File: src/rtl/fifo_pkg.sv
// Shared FIFO definitions: storage geometry and reader FSM state.
// Imported by the read-side consumer and the FIFO storage benches.
package fifo_pkg;

  localparam int DATA_W = 8;
  localparam int ADDR_W = 4;

  typedef enum logic [1:0] {
    IDLE,
    READ,
    WAIT,
    HOLD
  } reader_state_t;

endpackage

File: src/rtl/fifo_reader.sv
// Read-side FIFO consumer: pulses ren, captures the RAM's registered
// read data and holds it on a valid/ready port until the sink takes it.
module fifo_reader #(
  parameter int DATA_W = 8,
  parameter int CNT_W  = 8
) (
  input  logic              clock,
  input  logic              reset,
  input  logic              enable,
  input  logic              empty,
  input  logic [DATA_W-1:0] rdData,
  output logic              ren,
  output logic [DATA_W-1:0] out_data,
  output logic              out_valid,
  input  logic              out_ready,
  output logic [CNT_W-1:0]  rd_count
);

  import fifo_pkg::*;

  localparam logic [CNT_W-1:0] CNT_ONE = 1;

  reader_state_t     r_state;
  logic              r_ren;
  logic              r_valid;
  logic [DATA_W-1:0] r_data;
  logic [CNT_W-1:0]  r_count;

  // r_ren is set exactly on entry to READ, so it mirrors that state
  always_ff @(posedge clock) begin
    if (reset) begin
      r_state <= IDLE;
      r_ren   <= 1'b0;
      r_valid <= 1'b0;
      r_data  <= '0;
      r_count <= '0;
    end else begin
      r_ren <= 1'b0;
      unique case (r_state)
        IDLE: begin
          if (enable && !empty) begin
            r_state <= READ;
            r_ren   <= 1'b1;
          end
        end
        READ: begin
          r_state <= WAIT;
        end
        WAIT: begin
          r_data  <= rdData;
          r_valid <= 1'b1;
          r_state <= HOLD;
        end
        HOLD: begin
          if (out_ready) begin
            r_valid <= 1'b0;
            r_count <= r_count + CNT_ONE;
            r_state <= IDLE;
          end
        end
        default: begin
          r_state <= IDLE;
        end
      endcase
    end
  end

  assign ren       = r_ren;
  assign out_data  = r_data;
  assign out_valid = r_valid;
  assign rd_count  = r_count;

endmodule
File: config.mk
export PLATFORM = sky130hd
export DESIGN_NAME = fifo_reader
export DESIGN_NICKNAME = d
export VERILOG_FILES = /design/src/rtl/fifo_pkg.sv /design/src/rtl/fifo_reader.sv
export SDC_FILE = /design/constraint.sdc
export NUM_CORES = 1
export LEC_CHECK = 0
export ABC_AREA = 1
export CAP_MARGIN = 10
export CORE_MARGIN = 2
export CORE_UTILIZATION = 46
export DETAILED_ROUTE_END_ITERATION = 6
export GPL_TIMING_DRIVEN = 0
export MAX_ROUTING_LAYER = met4
export PLACE_DENSITY = 0.82
export SETUP_SLACK_MARGIN = 0.2
export SLEW_MARGIN = 10
export SYNTH_ARGS = -nofsm -noshare
export SYNTH_HDL_FRONTEND = slang
export SYNTH_SLANG_ARGS = --single-unit
File: constraint.sdc
create_clock -name clock -period 2.1 [get_ports clock]
set_input_delay 0.315 -clock clock [delete_from_list [all_inputs] [get_ports clock]]
set_output_delay 0.315 -clock clock [all_outputs]
set_load 0.03 [all_outputs]
==> impl_metrics.toml <==
[run_status]
status = "complete, no violations"

[cells_and_area]
fillers = 160
diodes = 0
area_delta_synth_final_pct = 41.6
drive_gt1_share_pct = 7.19
fin_nets = 172
final_cells = 178

[setup_path]
critPathKind = "register to output pin"
critPathMaxFanout = 7
startpoint = "rd_count[4]"
regToRegEndpoint = "rd_count[5]"
path_buf_inv = 1
cp_data_required_time_ns = 1.78
worstPathArrival_ns = 1.47
cp-start-kind = "register"
cpMaxStageDelayCell = "clkdlybuf4s50_1"
path_depth = 1
worst_path_largest_cell_delay_ns = 0.71
reg2reg_from = "r_state[1]"
r2r_cells = 6
critPathTopFamily = "buffers and inverters"
r2r_slack_ns = 0.82
cp-end-kind = "output pin"
crit_chain = "clkdlybuf4s50_1"

[placed_design]
place_inst = 174
numPortBuffers = 30
dp_hpwl_um = 1410
gp_congestion = 0.797

[power]
finalPower_mw = 1.25
p_sw_share_pct = 37.8
p_leak_nw = 0.525
peakVddDrop_uv = 709
p_int_uw = 777
switching_power_uw = 472
clockPowerShare_pct = 18.0
cellPowerDensity_mw_per_mm2 = 998
pwr-share-seq_pct = 40.5
combPwrFrac_pct = 41.5

[synthesis]
synth_area_um2 = 885
synth-seq-cells = 20
ys_seq_area_share_pct = 45.3
synth_cell_type_count = 17
ys_warn_count = 0
synth.net_count = 137
syn_inst = 119
postSynthAreaPerCell_um2 = 7.43

[grt]
grt_pass1_wl_um = 3150
grt_max_degree = 12
antenna_found_initial = 0
overflow = 0
track_usage_pct = 20.4
grt_pass1_vias = 768

[job]
maxCapViolCount = 0

[sta]
timing_max_transition_violations_final = 0
fmax_ghz = 0.560
fin_crit_ns = 1.79
clock_skew_ns = 0.00733
tightest_slew_ns = 0.325
relSlewSlack_pct = 78.3
finalSetupViolations = 0
finalHoldViolCount = 0
fin_tns_setup_ns = 0
rsz0062_at_grt = "no"
finalCritPeriodShare_pct = 85.1

[clock_tree]
cts_setup_buffers = 0
cts_resized = 0
postCtsHoldBufs = 0
clk_pin_slew_worst_paths_ns = 0.11
cts.sinks = 20
clockRootBuffer = "clkbuf_4"
cts_tree = "yes"
htreeDepth = 1
cts_buffers = 3
clock_latency_ns = 0.31
cts.path.max_buffers = 2

[floorplan]
rows = 15
die_w_um = 47.9
core_mm2 = 0.00176
die_h_um = 47.9
start_util_pct = 50.1
io_pins = 31
die_area_mm2 = 0.00229

[worst_hold_path]
hold_path.class = "register to register"
hold_end = "out_data[3]"
hold_path_depth = 2
hp-start = "out_data[3]"

[route]
drtIter0Drc = 2
wl_per_cell_um = 10.1
routed_wl_um = 1800
via_per_inst = 4.61
ant_nets = 0
drtPass1Iterations = 4
vias = 821
drcViolationCount = 0
## worst register-to-register path, cell delays in order (launching register included)
cell and delay, ns:
dfxtp_1 0.40, ha_1 0.26, nand3_2 0.20, nor2_4 0.16
nand3_1 0.08, nand2_1 0.06, nor2_1 0.03
## synth_stat cells (all sizes together)
cell type / number / share of area, %
clkbuf: 1 / 1.6
nand3: 6 / 4.0
buf: 1 / 0.57
xor2: 1 / 0.99
dfxtp: 20 / 45
nor2: 35 / 16
o21ai: 10 / 5.7
a21oi: 3 / 1.7
ha: 5 / 7.1
inv: 12 / 5.1
nor3: 7 / 4.5
nand2: 18 / 7.6
## worst max path at each step
stage / end
detailed placement: rd_count[1]
CTS: rd_count[4]
global placement: out_data[1]
global route: rd_count[4]
finish: rd_count[4]
floorplan: rd_count[4]
## sequential cells by signal, summed over array words and instances, names as in the netlist
register and flops:
out_valid 1, r_state 2, out_data 8, ren 1, rd_count 8
## stage by stage
stage / util [%] / setup WS (ns) / instance area [µm²] / hold WS, ns
2_1_floorplan: - / 0.851 / 885 / 0.384
3_3_place_gp: 68.9 / 0.557 / 1220 / 0.476
3_5_place_dp: 68.9 / 0.535 / 1220 / 0.490
4_1_cts: 71.0 / 0.318 / 1250 / 0.515
5_1_grt: 71.0 / 0.256 / 1250 / 0.556
6_report: 71.0 / 0.313 / 1250 / 0.512
## cell usage in the layout, fill, tap and decap left out
| master | n |
|---|---|
| a21oi_1 | 3 |
| nor2_2 | 1 |
| dfxtp_1 | 20 |
| nor3_2 | 1 |
| nor2_4 | 1 |
| o21ai_0 | 10 |
| buf_2 | 1 |
| clkbuf_4 | 3 |
| nor2_1 | 33 |
| inv_1 | 11 |
| clkbuf_8 | 2 |
| ha_1 | 5 |
| clkdlybuf4s50_1 | 30 |
| inv_2 | 1 |
| nand3_1 | 5 |
| nand2_1 | 18 |
| xor2_1 | 1 |
| nor3_1 | 6 |
| nand3_2 | 1 |
## cell type report
cell class	count	area [µm²]	area share, %
buffer	2	18.8	1.50
clock buffer	4	36.3	2.90
inverter	12	45.0	3.60
multi-input combinational	85	420	33.6
sequential	20	400	32.0
tap	25	31.3	2.50
timing repair buffer	30	300	24.0
## power by group through the flow
stage / combinational [mW] / clock (mW) / sequential (mW)
after detailed placement: 0.519 / 0 / 0.516
after floorplan: 0.197 / 0 / 0.636
after global placement: 0.506 / 0 / 0.509
final: 0.519 / 0.225 / 0.506
after CTS: 0.525 / 0.232 / 0.507
after global routing: 0.576 / 0.251 / 0.519
## per-layer routing
metal | global-route usage (%) | routed length (µm) | vias up
met5 | - | 0 | -
met1 | 25.6 | 841 | 353
met4 | 8.11 | 22 | 0
li1 | - | - | 444
met3 | 5.28 | 106 | 2
met2 | 31.2 | 832 | 22
## cells by family after synthesis
group | share of synthesized area (%)
buffers and inverters | 7.21
flip-flops | 45.3
AND/OR/NAND/NOR | 32.1
adder cells (fa/ha/maj) | 7.07
XOR/XNOR | 0.990
AO/OA/AOI/OAI | 7.35
Note: power is estimated with default switching activity, not from simulation.
